[config.mk]
export PLATFORM = sky130hd
export DESIGN_NAME = frame_ones_accumulator
export DESIGN_NICKNAME = d
export VERILOG_FILES = /design/src/rtl/frame_ones_pkg.sv /design/src/rtl/popcount_core.sv /design/src/rtl/frame_ones_accumulator.sv
export SDC_FILE = /design/constraint.sdc
export NUM_CORES = 1
export LEC_CHECK = 0
export CORE_ASPECT_RATIO = 0.7
export CORE_MARGIN = 3
export CORE_UTILIZATION = 27
export DETAILED_ROUTE_END_ITERATION = 8
export PLACE_DENSITY = 0.45
export SYNTH_ARGS = -nofsm -noshare
export SYNTH_HDL_FRONTEND = slang
export SYNTH_HIERARCHICAL = 1
export SYNTH_SLANG_ARGS = --single-unit
[constraint.sdc]
create_clock -name clk -period 5.5 [get_ports clk]
set_input_delay 1.1 -clock clk [delete_from_list [all_inputs] [get_ports clk]]
set_output_delay 1.1 -clock clk [all_outputs]
set_load 0.01 [all_outputs]
[src/rtl/frame_ones_pkg.sv]
// frame_ones_pkg: shared FSM state type and popcount width helper for frame_ones_accumulator.
package frame_ones_pkg;
  typedef enum logic [1:0] {IDLE, ACCUM, HOLD} state_t;
  function automatic int pc_width(input int dw);
    return $clog2(dw) + 1;
  endfunction
endpackage

[src/rtl/popcount_core.sv]
// popcount_core: combinational count of the 1-bits in a DATA_WIDTH word.
module popcount_core
  import frame_ones_pkg::*;
#(
  parameter int DATA_WIDTH = 4
) (
  input  logic [DATA_WIDTH-1:0]               din,
  output logic [pc_width(DATA_WIDTH)-1:0]     cnt
);
  localparam int PW = pc_width(DATA_WIDTH);
  always_comb begin
    cnt = '0;
    for (int i = 0; i < DATA_WIDTH; i++) cnt = cnt + PW'(din[i]);
  end
endmodule

[src/rtl/frame_ones_accumulator.sv]
// frame_ones_accumulator: sums 1-bits over a din_last-terminated frame and holds the total until taken.
// Define FRAME_ONES_SATURATE_EN to clamp the total at its maximum on overflow instead of wrapping.
module frame_ones_accumulator
  import frame_ones_pkg::*;
#(
  parameter int DATA_WIDTH = 4,
  parameter int ACC_WIDTH  = 16
) (
  input  logic                  clk,
  input  logic                  resetn,
  input  logic [DATA_WIDTH-1:0] din,
  input  logic                  din_valid,
  input  logic                  din_last,
  output logic                  din_ready,
  output logic [ACC_WIDTH-1:0]  dout,
  output logic                  dout_valid,
  input  logic                  dout_ready,
  output logic                  overflow
);
  localparam int PW = pc_width(DATA_WIDTH);
  state_t state, state_n;
  logic [PW-1:0] pc;
  logic [ACC_WIDTH-1:0] acc, pc_ext;
  logic [ACC_WIDTH:0] sum;
  logic ovf, accept;
  popcount_core #(.DATA_WIDTH(DATA_WIDTH)) u_pc (.din(din), .cnt(pc));
  assign pc_ext     = ACC_WIDTH'(pc);
  assign sum        = {1'b0, acc} + {1'b0, pc_ext};
  assign din_ready  = state != HOLD;
  assign dout_valid = state == HOLD;
  assign accept     = din_valid && din_ready;
  assign dout       = acc;
  assign overflow   = ovf;
  always_ff @(posedge clk or negedge resetn)
    if (!resetn) state <= IDLE;
    else state <= state_n;
  always_comb begin
    state_n = state;
    if (accept) state_n = din_last ? HOLD : ACCUM;
    else if (state == HOLD && dout_ready) state_n = IDLE;
  end
  // The carry out of the widened sum is the overflow indication.
  always_ff @(posedge clk or negedge resetn)
    if (!resetn) begin
      acc <= '0;
      ovf <= 1'b0;
    end else if (accept) begin
      if (state == IDLE) begin
        acc <= pc_ext;
        ovf <= 1'b0;
      end else begin
        ovf <= ovf | sum[ACC_WIDTH];
`ifdef FRAME_ONES_SATURATE_EN
        acc <= (ovf || sum[ACC_WIDTH]) ? '1 : sum[ACC_WIDTH-1:0];
`else
        acc <= sum[ACC_WIDTH-1:0];
`endif
      end
    end
endmodule

==> results of run 1 <==
## worst max-delay path, cell delays in order
cell,delay (ns)
clkdlybuf4s50_1,0.46
inv_1,0.05
fa_1,0.53
inv_1,0.04
ha_1,0.17
ha_1,0.33
ha_1,0.28
and3_1,0.21
o211ai_4,0.12
or4_1,0.49
a21oi_1,0.15
## power by group through the flow
stage	sequential, mW	clock [mW]	combinational, mW
2_1_floorplan	0.192	0	0.109
3_3_place_gp	0.195	0	0.182
3_5_place_dp	0.195	0	0.179
4_1_cts	0.193	0.0991	0.183
5_1_grt	0.197	0.106	0.201
6_report	0.192	0.0945	0.180
## routing by layer
metal / part of all wire / track usage / vias to the layer above
met1: 0.52 / 0.180 / 481
met5: 0 / 0 / -
li1: - / - / 518
met4: 0.0089 / 0.0271 / 0
met2: 0.41 / 0.157 / 31
met3: 0.054 / 0.0267 / 2
## metrics by stage
| stage | power [mW] | area (um^2) |
|---|---|---|
| 2_1_floorplan | 0.301 | 1170 |
| 3_3_place_gp | 0.378 | 1480 |
| 3_5_place_dp | 0.375 | 1480 |
| 4_1_cts | 0.474 | 1530 |
| 5_1_grt | 0.505 | 1530 |
| 6_report | 0.467 | 1530 |
## sequential cells by signal, summed over array words and instances, names as in the netlist
name      count
dout         16
state         2
overflow      1
## layout by cell type (no fill, tap or decap), types with 4 or more instances in the layout
cell type / instances
clkdlybuf4s50_1: 27
dfrtp_1: 19
nor2_1: 14
nand2_1: 11
a21oi_1: 10
inv_1: 8
nand3_1: 5
ha_1: 5
nand4_1: 4
a31oi_1: 4
o21ai_0: 4
or3_1: 4
## synth_stat cells, drive strengths merged, types with 2 or more instances
library cell and instances:
and3 2, or3 4, nand2 11, clkbuf 2, xnor2 3, o21ai 4
a21o 2, o31ai 2, nor2 14, a31oi 4, nand4 4, fa 2
nand2b 3, dfrtp 19, ha 5, or4 2, a21oi 10, nand3 5
inv 8, a41o 3, o22ai 2, buf 4, o31a 2, and4 2
## cell families (layout without fill, tap and decap cells)
group	after synthesis	count (layout)
flip-flops	19	19
AND/OR/NAND/NOR	50	50
AO/OA/AOI/OAI	34	34
XOR/XNOR	4	4
adder cells (fa/ha/maj)	7	7
buffers and inverters	14	39
## worst paths after layout
path                                            from              endpoint  slack, ns  depth (start not counted)
worst max-delay path                          din[0]   dout[9]$_DFFE_PN0P_       1.73                         11
worst min-delay path            overflow$_DFFE_PN0P_  overflow$_DFFE_PN0P_       0.53                          2
worst max register to register   dout[0]$_DFFE_PN0P_  overflow$_DFFE_PN0P_       3.57                          6
worst min register to register  overflow$_DFFE_PN0P_  overflow$_DFFE_PN0P_       0.53                          2
max in group asynchronous                     resetn  dout[13]$_DFFE_PN0P_       3.68                          1
min in group asynchronous                     resetn   dout[6]$_DFFE_PN0P_       1.32                          1
## area by class of cell
class | count | area [um^2]
clock buffers | 3 | 41.3
clock inverters | 1 | 5.00
fillers | 406 | 2510
inverters | 8 | 30.0
multi-input cells | 95 | 639
flip-flops and latches | 19 | 475
well taps | 52 | 65.1
repair buffers | 27 | 270
==> impl_results.md, run 1 <==
* Status: finished clean
* Die H at 61.2 um
* Syn. warnings at 6
* Final period util at 0.686
* Post-synth EDFFs at 0
* Worst-Margin Slew at 0.909 ns
* CTS resizes at 0
* I/O Buffers at 27
* Avg Inst Size Synth at between 9 and 10 um^2
* Setup TNS at 0 ns
* FFs w/ async S/R, synth at 1.00
* Compound-Gate Fraction of Synth Area at 0.207
* Proportion of synthesized area in mux cells at 0
* Initial antenna violation count at 0
* Clk pwr share at 0.202
* Routed len/inst at about 14 um
* Post-Synth XOR/XNOR Area at 0.0298
* Setup WS pre-CTS at between 1 and 1.5 ns
* Hold bufs inserted after CTS at 0
* Final hold viol count at 0
* Comb power frac at 0.386
* Final nets at 170
* Leakage power total at between 0.6 and 0.7 nW
* Max-cap viol count at 0
* Post-Synth Simple-Gate Area at 0.216
* CP required at approximately 5.7 ns
* Die area at around 5200 um^2
* Worst Path Max Fanout at 6
* Fin crit period at approximately 3.8 ns
* Sequential share of power at 0.412
* Number of synthesized register bits at 19
* Ports at 28
* Htree depth at 1
* RSZ-0062 raised after global routing: no
* Seq/Total Area, Yosys at 0.405
* Core area at slightly above 4000 um^2
* Layout cell share with drive strength beyond 1 at 0.0523
* Worst setup margin at around 1.7 ns
* DP HPWL at roughly 2.2 mm
* Post-synth top area share at 0.405
* DRT iter0 DRCs at 26
* Fmax at between 200 and 300 MHz
* Post-Layout Cell Count at 205
* Clock Path Buffers at 2
* Largest area contributor in the netlist: dfrtp_1
* Largest net degree at the start of global routing at 20
* Initial Utilization at 0.291
* Power per cell area at ~310 nW/um^2
* Peak VDD IR at 107 uV
* CP Class: in2reg
* CP Data Arrival Time at a little under 4 ns
* Post-DRT Antenna Nets at 0
* Netlist cell types at 35
* Placed Cells at ~200
* CTS buffer count at 3
* DRC Markers at 0
* Die X at around 85 um
* Sink Count at 19
* Hold WC Path Type: reg2reg
* CTS tree: done
* Psw at around 160 uW
* Total wire length at 2.82 mm
* Gate Count Post-Synth at between 100 and 150
* First drt pass iteration count at 4
* Core Util, Final at 0.378
* DR vias/cell at 5.03
* Slew HR at 0.391
* # diodes at 0
* Synth Cell Area at between 1000 and 1500 um^2
* Setup Viol. Count Final at 0
* Slew Limit Fails at 0
* WHS at 0.533 ns
* Startpoint types: primary input
* Layout area overhead at 29.9%
* Global-route wire length before repair at between 4 and 5 mm
* Post-Syn Nets at about 140
* Tot GR Track Use at 0.115
* Clock Latency Late Sink at 0.25 ns
* Cell internal pwr at 304 uW
* CTS Root Buffer Type: clkbuf_8
* GRT Residual Overflow at 0
* Main flop type after synthesis: dfrtp_1
* Synth top area cells: dfrtp_1 40%, ha_1 5.3%, nor2_1 4.5%, a21oi_1 4.3%, nand2_1 3.5%
* Switching share of total power at 0.348
* Clock transition at the registers of the reported paths at around 0.070 ns
* Via count at 1032
* Clk_skew at roughly 0.0038 ns
* Site Rows at 19
* Setup crit end kind: register
* Post-CTS setup buffers at 0
* Post-Synth Adder-Cell Area at 0.0873
* Final GP Congestion at just over 0.8
* Largest family of logic cells by synthesized area: simple AND/OR/NAND/NOR gates
* Vias in the first global route at between 900 and 1000
No activity file was read; power rests on OpenSTA's default activity.
==> run 2, diff against run 1 <==
--- a/config.mk
+++ b/config.mk
@@ -9,7 +9,7 @@
 export CORE_MARGIN = 3
 export CORE_UTILIZATION = 27
 export DETAILED_ROUTE_END_ITERATION = 8
-export PLACE_DENSITY = 0.45
+export PLACE_DENSITY = 0.46
 export SYNTH_ARGS = -nofsm -noshare
 export SYNTH_HDL_FRONTEND = slang
 export SYNTH_HIERARCHICAL = 1
==> constraint.sdc (replaced) <==
create_clock -name clk -period 3.2 [get_ports clk]
set_input_delay 0.64 -clock clk [delete_from_list [all_inputs] [get_ports clk]]
set_output_delay 0.64 -clock clk [all_outputs]
set_load 0.01 [all_outputs]
==> run 2 against run 1 <==
Compared with the run above: die area stayed put; core utilization is 3.0 points higher; worst setup slack worse by 1.7 ns; total power is 92% higher; sequential share of layout area is 2.3 points lower; via count is 5.3% higher; flip-flop and latch count stayed put; wire length is 10% higher; critical path type unchanged; largest power group is now combinational logic.
==> impl_results.md, run 2 (synthesis gave the netlist of run 1 again) <==
* DP HPWL at between 2 and 2.5 mm
* Initial Utilization at 0.291
* Layout cell share with drive strength beyond 1 at 0.169
* DRC Markers at 0
* Die X at between 80 and 90 um
* Crit path max-delay cell type: fa_1
* Final GP Congestion at around 0.81
* Die H at a little over 60 um
* Total wire length at 3.10 mm
* Most frequent cells in the layout: 27 x clkdlybuf4s50_1, 19 x dfrtp_1, 14 x nor2_1, 11 x nand2_1
* Peak VDD IR at approximately 240 uV
* Setup TNS at 0 ns
* Worst Setup SP: din[0]
* Final period util at 0.992
* DR vias/cell at 5.13
* Clock Latency Late Sink at about 0.26 ns
* Slew HR at 0.414
* Vias in the first global route at between 900 and 1000
* Setup WS pre-CTS at -0.419 ns
* Filler cell count at 400
* CP Data Arrival Time at between 3 and 4 ns
* Clk_skew at between 0.003 and 0.004 ns
* Initial antenna violation count at 0
* Hold WC Path Type: reg2reg
* Leakage power total at 0.693 nW
* Status: finished clean
* Sink Count at 19
* Startpoint types: primary input
* WHS at 0.513 ns
* CTS tree: done
* Ports at 28
* GRT Residual Overflow at 0
* Core Util, Final at 0.408
* Worst Path Max Fanout at 4
* Post-Layout Cell Count at 212
* Post-DRT Antenna Nets at 0
* CP Class: in2reg
* I/O Buffers at 27
* Most used cell, CP: ha_4
* Max-cap viol count at 0
* Setup crit end kind: register
* Worst-Margin Slew at around 0.88 ns
* Power per cell area at approximately 550 nW/um^2
* Tot GR Track Use at 0.122
* Slew Limit Fails at 0
* Hold bufs inserted after CTS at 0
* Fin crit period at between 3 and 4 ns
* Final Power at roughly 900 uW
* CTS Root Buffer Type: clkbuf_8
* Global-route wire length before repair at 4.89 mm
* Via count at about 1100
* Hold_sp: overflow$_DFFE_PN0P_
* CP required at roughly 3.4 ns
* RSZ-0062 raised after global routing: yes
* Routed len/inst at about 15 um
* Layout area overhead at 40.3%
* Slowest stage delay, CP at roughly 0.55 ns
* Final hold viol count at 0
* FF-to-FF Start: dout[0]$_DFFE_PN0P_
* Fmax at approximately 320 MHz
* DRT iter0 DRCs at 27
* Commonest non-fill, non-tap cell in the layout: clkdlybuf4s50_1
* Placed Area at around 1500 um^2
* Placed Cells at 205
* # diodes at 0
* Htree depth at 1
* Worst setup margin at 0.0261 ns
* Core area at a little over 4000 um^2
* Largest register FFs at 16
* Final nets at 177
* Reg2Reg Setup Slack at about 1.4 ns
* First drt pass iteration count at 4
* Final non-filler cell area at 1650 um^2
* Setup Viol. Count Final at 0
* CTS buffer count at 3
* Clock transition at the registers of the reported paths at approximately 0.07 ns
* Largest net degree at the start of global routing at 20
* Clock Path Buffers at 2
* Die area at about 5200 um^2
* CP Cell Sequence: clkdlybuf4s50_1 -> inv_1 -> fa_1 -> inv_2 -> ha_4 -> ha_4 -> ha_1 -> and3_4 -> o211ai_4 -> buf_4 -> or3_1 -> a21oi_2
* Site Rows at 19
run 2: changes by cell type in the layout (fill, tap and decap cells not counted), sizes merged:
cell and change:
buf +7
run 2: area by class of cell:
cell class | instances | area, um^2 | area share
clock buffers | 3 | 41.3 | 0.0251
clock inverters | 1 | 5.00 | 0.00304
inverters | 8 | 30.0 | 0.0182
multi-input cells | 95 | 708 | 0.430
flip-flops and latches | 19 | 475 | 0.289
well taps | 52 | 65.1 | 0.0395
repair buffers | 34 | 323 | 0.196
run 2: worst paths after layout:
kind | end | depth (start not counted)
max in group asynchronous | dout[2]$_DFFE_PN0P_ | 1
hold reg to reg | overflow$_DFFE_PN0P_ | 2
min in group asynchronous | dout[12]$_DFFE_PN0P_ | 1
setup reg to reg | dout[4]$_DFFE_PN0P_ | 8
setup / recovery | dout[5]$_DFFE_PN0P_ | 12
hold / removal | overflow$_DFFE_PN0P_ | 2
run 2: report_power, final:
| part | leakage [nW] | switching (mW) | internal, mW | total (mW) |
|---|---|---|---|---|
| clock network | 0.0255 | 0.0839 | 0.0868 | 0.171 |
| logic | 0.415 | 0.172 | 0.220 | 0.391 |
| registers | 0.253 | 0.0617 | 0.275 | 0.336 |
run 2: critical path, delay by kind of cell:
family                     cells  cell delay [ns]
and+or+nand+nor                2             0.52
AOI/OAI and AO/OA              2             0.24
buffers and inverters          4             0.75
adders and majority gates      4             1.21
run 2: layer usage:
metal | GRT usage | part of all wire
met2 | 0.177 | 0.43
met3 | 0.0307 | 0.043
met5 | 0 | 0
met4 | 0.0406 | 0.019
met1 | 0.177 | 0.51
run 2: timing repair:
item,CTS,global route
resized for setup,8,7
gates cloned,0,0
setup buffers,0,3
setup endpoints to repair,13,12
pin swaps,1,7
==> RTL change 1: new RTL, config.mk and constraints of run 1 <==
Reset style: synchronous (`resetn`), changed in 2 clocked blocks.
--- a/src/rtl/frame_ones_accumulator.sv
+++ b/src/rtl/frame_ones_accumulator.sv
@@ -31,7 +31,7 @@
   assign accept     = din_valid && din_ready;
   assign dout       = acc;
   assign overflow   = ovf;
-  always_ff @(posedge clk or negedge resetn)
+  always_ff @(posedge clk)
     if (!resetn) state <= IDLE;
     else state <= state_n;
   always_comb begin
@@ -40,7 +40,7 @@
     else if (state == HOLD && dout_ready) state_n = IDLE;
   end
   // The carry out of the widened sum is the overflow indication.
-  always_ff @(posedge clk or negedge resetn)
+  always_ff @(posedge clk)
     if (!resetn) begin
       acc <= '0;
       ovf <= 1'b0;
Check against the original RTL: differs if resetn is asserted again (counterexample within 4 cycles, from zero or initial values and one cycle with resetn low); with resetn held inactive, the same outputs for 10 cycles.
==> RTL change 1 against run 1 <==
Worst setup slack got worse by 0.29 ns. Routed wire length down 2.7%. Area after synthesis shrank 4.3%. Global-route usage down 0.28 points. Design area down 5.6%. Sequential cell count unchanged. Largest cell class unchanged.
Power is not compared: it rests on default switching activity, and its combinational part moved more than twofold at a synthesized area within 25%.
==> RTL change 1: results (changes against run 1) <==
sequential element share of the synthesized area - 33.82% (was 40.47%)
initial antenna violation count - 0 (unchanged)
post-synthesis compound-gate area fraction - 20.91% (was 20.66%)
ys flop type - dfxtp_1 (was dfrtp_1)
drt wl/cell - 13.72 um (was 13.75 um)
Post-Synth Adder-Cell Area - 9.121% (was 8.733%)
initial drt markers - 62 (was 26)
Post-Synth XOR/XNOR Area - 1.557% (was 2.982%)
syn_nets - 142 (was 144)
met3 routed WL - 152 um (was 151 um)
Post CTS Setup Buffer Count - 0 (unchanged)
reg2reg setup slack - 3.49 ns (was 3.57 ns)
commonest cells in the netlist - 19 x dfxtp_1, 13 x a21oi_1, 8 x inv_1 (was 19 x dfrtp_1, 14 x nor2_1, 11 x nand2_1)
number of gates resized after cts - 0 (unchanged)
vias in the first global route - 894 (was 905)
total track usage - 11.20% (was 11.48%)
wire length on met2 - 1.080 mm (was 1.163 mm)
Worst Setup Slack post-DPL - 1.132 ns (was 1.488 ns)
mux cell area share after synthesis - 1.001% (was 0%)
Hold Crit Class - flop to flop (unchanged)
Port Buffers - 27 (unchanged)
Highest Signal Layer - met4 (unchanged)
Leak - 0.0004967 uW
Tcrit/Tclk final - 73.84% (was 68.57%)
largest cells by area after synthesis - dfxtp_1 34%, a21oi_1 5.8%, ha_1 5.6% (was dfrtp_1 40%, ha_1 5.3%, nor2_1 4.5%)
Worst-Margin Slew - 0.7876 ns (was 0.9091 ns)
Fillers - 378 (was 406)
CTS buffer count - 3 (unchanged)
Syn Inst Count - 126 (was 128)
clock slew at the register clock pins of the worst setup and hold paths - 0.07 ns (about the same)
Critical Path Fanout Max - 13 (was 6)
Fin Hold WS - 0.4803 ns (was 0.5332 ns)
Clock Latency Late Sink - 0.26 ns
via count - 1,012 (was 1,032)
first-pass GRT wire length - 4.443 mm (was 4.664 mm)
Yosys warning total - 6 (unchanged)
largest net degree at the start of global routing - 14 (was 20)
worst vdd ir - 0.08628 mV
RePlAce Congestion - 0.6844 (was 0.8125)
Layout Skew - 0.002331 ns (was 0.003839 ns)
CTS H-tree lvls - 1 (unchanged)
hpwl dp - 2.068 mm (was 2.235 mm)
CP arrival - 4.21 ns (was 3.95 ns)
post-synthesis cell type count - 39 (was 35)
metal1 wirelength - 1.495 mm (was 1.478 mm)
layout cells sized above 1 - 6.000% (was 5.229%)
Nets - 167 (was 170)
outcome - finished clean (unchanged)
placed cells - 196 (was 201)
TritonRoute pass-1 iters - 4 (unchanged)
Vias/cell - 5.060 (was 5.034)
Seq. cell area - 380.4 um2 (was 475.5 um2)
Largest register FFs - 16 (unchanged)
Synth async-reset ratio - 0% (was 100.0%)
Area after DPL - 1396 um2 (was 1480 um2)
## RTL change 1: logic make-up (layout without fill, tap and decap cells)
group	after synthesis	after routing
muxes	1	1
buffers and inverters	15	39
AOI/OAI and AO/OA	37	37
xor gates and xnor gates	2	2
and+or+nand+nor	45	45
DFF	19	19
adders and majority gates	7	7
## RTL change 1: worst paths after layout
check	cells after the start	from	endpoint
worst min register to register	1	overflow$_SDFFE_PN0P_	overflow$_SDFFE_PN0P_
worst max register to register	5	dout[1]$_SDFFE_PN0P_	dout[15]$_SDFFE_PN0P_
worst min-delay path	1	overflow$_SDFFE_PN0P_	overflow$_SDFFE_PN0P_
worst max-delay path	11	din[0]	dout[15]$_SDFFE_PN0P_
## RTL change 1: layout make-up
class | count | area share [%]
tap | 50 | 4.340
sequential | 19 | 26.39
inverter | 8 | 2.083
clock buffer | 4 | 3.125
multi-input combinational | 92 | 45.31
timing repair buffer | 27 | 18.75
## RTL change 1: power by group
| group | leakage [uW] | internal (uW) | switching [uW] | total [uW] |
|---|---|---|---|---|
| combinational | 0.000320 | 27.0 | 28.4 | 55.4 |
| sequential | 0.000154 | 141 | 5.48 | 147 |
| clock | 0.0000228 | 51.6 | 48.9 | 100 |
| total | 0.000497 | 220 | 82.8 | 303 |
## RTL change 1: critical path, cell delays in order
cell	delay, ns
clkdlybuf4s50_1	0.45
inv_1	0.06
fa_1	0.54
inv_1	0.04
ha_1	0.17
ha_1	0.33
ha_1	0.29
a21o_1	0.15
a21oi_1	0.63
nor3_1	0.15
mux2_2	0.30
## RTL change 1: layer usage
metal  GRT usage [%]  vias to the layer above
li1                -                      518
met1           16.54                      466
met2           15.41                       26
met3           3.719                        2
met4           2.797                        0
met5               0                        -
==> RTL change 2: new RTL, flow settings as in run 1 <==
Without the edit above. Set the parameter `ACC_WIDTH` to 12 (it was 16).
--- a/src/rtl/frame_ones_accumulator.sv
+++ b/src/rtl/frame_ones_accumulator.sv
@@ -4,7 +4,7 @@
   import frame_ones_pkg::*;
 #(
   parameter int DATA_WIDTH = 4,
-  parameter int ACC_WIDTH  = 16
+  parameter int ACC_WIDTH  = 12
 ) (
   input  logic                  clk,
   input  logic                  resetn,
Ports: changed (resized dout); port bits go from 28 to 24. The function was not compared with the original's and may differ.
==> RTL change 2 against run 1 <==
Clock power down 3.6%. Sequential cell count down 4. Total power up 6.6%. Area after synthesis down 17%. Design area down 16%. Worst setup slack worse by 0.29 ns. Global-route usage up 0.053 points. Critical endpoint is now dout[10]$_DFFE_PN0P_. Critical path depth up 1. Routed wire length down 17%.
==> RTL change 2: results (changes against run 1) <==
Clock Latency Late Sink - 0.25 ns (about the same)
CTS buffer count - 3 (unchanged)
Largest register FFs - 12 (was 16)
Worst Setup Slack post-DPL - 1.172 ns (was 1.488 ns)
Port Buffers - 23 (was 27)
RePlAce Congestion - 0.8068 (was 0.8125)
outcome - finished clean (unchanged)
CTS H-tree lvls - 1 (unchanged)
TritonRoute pass-1 iters - 4 (unchanged)
largest net degree at the start of global routing - 16 (was 20)
via count - 844 (was 1,032)
hpwl dp - 1.850 mm (was 2.235 mm)
Layout Skew - 0.001143 ns (was 0.003839 ns)
layout cells sized above 1 - 6.923% (was 5.229%)
largest cells by area after synthesis - dfrtp_1 39%, ha_1 6.4%, a21oi_1 5.7% (was dfrtp_1 40%, ha_1 5.3%, nor2_1 4.5%)
Worst Setup SP - din[0] (unchanged)
drt wl/cell - 13.29 um (was 13.75 um)
initial antenna violation count - 0 (unchanged)
sequential element share of the synthesized area - 38.66% (was 40.47%)
worst vdd ir - 0.1570 mV (was 0.1069 mV)
FMAX - 246.0 MHz (was 265.1 MHz)
vias in the first global route - 829 (was 905)
CTS root buf - clkbuf_8 (unchanged)
Hold Crit Class - flop to flop (unchanged)
initial drt markers - 45 (was 26)
Worst R2R Path Depth - 7 (was 6)
Leak - 0.0005331 uW (was 0.0006742 uW)
total track usage - 11.53% (was 11.48%)
number of gates resized after cts - 0 (unchanged)
Yosys warning total - 6 (unchanged)
Antenna Cells - 0 (unchanged)
first-pass GRT wire length - 4.008 mm (was 4.664 mm)
Critical Path Fanout Max - 5 (was 6)
CP arrival - 4.24 ns (was 3.95 ns)
Nets - 147 (was 170)
Fillers - 336 (was 406)
Synth async-reset ratio - 100.0% (unchanged)
Worst-Margin Slew - 1.119 ns (was 0.9091 ns)
post-synthesis cell type count - 33 (was 35)
commonest cells in the netlist - 15 x dfrtp_1, 14 x inv_1, 11 x a21oi_1 (was 19 x dfrtp_1, 14 x nor2_1, 11 x nand2_1)
syn_nets - 122 (was 144)
Post CTS Setup Buffer Count - 0 (unchanged)
reg2reg setup slack - 3.29 ns (was 3.57 ns)
Critical Path Sink - dout[10]$_DFFE_PN0P_ (was dout[9]$_DFFE_PN0P_)
Internal - 305.1 uW (was 304.2 uW)
clock slew at the register clock pins of the worst setup and hold paths - 0.06 ns
CTS max path bufs - 2 (unchanged)
Worst R2R Start - dout[0]$_DFFE_PN0P_ (unchanged)
==> RTL change 2: changes by cell type in the layout (fill, tap and decap cells not counted), sizes merged, moves of 3 or more <==
cell                  run 1  this run
inv                       8        15
nand2                    11         6
a31oi                     4         0
clkdlybuf4s50            27        23
dfrtp                    19        15
nor2                     14        10
a41o                      3         0
nand4                     4         1
==> RTL change 2: routing by layer <==
layer  global-route usage (%)  part of all wire (%)  vias to the layer above
met5                        0                     0                        -
met4                    2.284                  0.47                        0
met3                    4.045                   4.5                        2
met2                    16.22                    42                       11
met1                    16.78                    53                      409
li1                         -                     -                      422
==> RTL change 2: worst min-delay path by stage <==
stage,depth (start not counted),to,start
global placement,2,overflow$_DFFE_PN0P_,overflow$_DFFE_PN0P_
CTS,2,overflow$_DFFE_PN0P_,overflow$_DFFE_PN0P_
global route,2,overflow$_DFFE_PN0P_,overflow$_DFFE_PN0P_
detailed placement,2,overflow$_DFFE_PN0P_,overflow$_DFFE_PN0P_
finish,2,overflow$_DFFE_PN0P_,overflow$_DFFE_PN0P_
floorplan,2,overflow$_DFFE_PN0P_,overflow$_DFFE_PN0P_
==> RTL change 2: layout make-up <==
type / instances / share of cell area, %
tap: 47 / 4.576
inverter: 15 / 4.576
sequential: 15 / 29.21
multi-input combinational: 73 / 40.21
timing repair buffer: 23 / 17.92
clock buffer: 4 / 3.505
==> RTL change 2: metrics by stage <==
stage | total power, uW | util, % | hold slack (ns) | cell area, um2 | std cells
4_1_cts | 506.3 | 38.98 | 0.5238 | 1285 | 177
3_5_place_dp | 411.7 | 37.61 | 0.5141 | 1240 | 173
2_1_floorplan | 315.8 | - | 0.5497 | 970.9 | 106
5_1_grt | 539.5 | 38.98 | 0.5564 | 1285 | 177
6_report | 497.7 | 38.98 | 0.5208 | 1285 | 177
3_3_place_gp | 410.6 | 37.61 | 0.5040 | 1240 | 173
==> RTL change 2: critical path, cell delays in order <==
cell	delay, ns
clkdlybuf4s50_1	0.45
inv_1	0.05
fa_1	0.52
inv_1	0.04
ha_1	0.17
ha_1	0.31
inv_1	0.06
fa_1	0.42
nor2b_1	0.17
o2111ai_1	0.23
or4_1	0.56
a21oi_1	0.15
==> RTL change 2: cell families (layout without fill, tap and decap cells) <==
group / after synthesis / in the layout / synth area share (%)
xor gates and xnor gates: 3 / 3 / 2.707
adders and majority gates: 7 / 7 / 10.57
muxes: 1 / 1 / 1.160
DFF: 15 / 15 / 38.66
buffers and inverters: 18 / 42 / 8.118
AOI/OAI and AO/OA: 27 / 27 / 18.04
and+or+nand+nor: 35 / 35 / 20.75
==> RTL change 2: power groups by stage <==
stage	sequential, uW	combinational (uW)	clock, uW
after global placement	181	230	0
after CTS	179	233	94.3
after detailed placement	180	231	0
after floorplan	172	144	0
final	178	229	91.1
after global routing	186	255	98.4
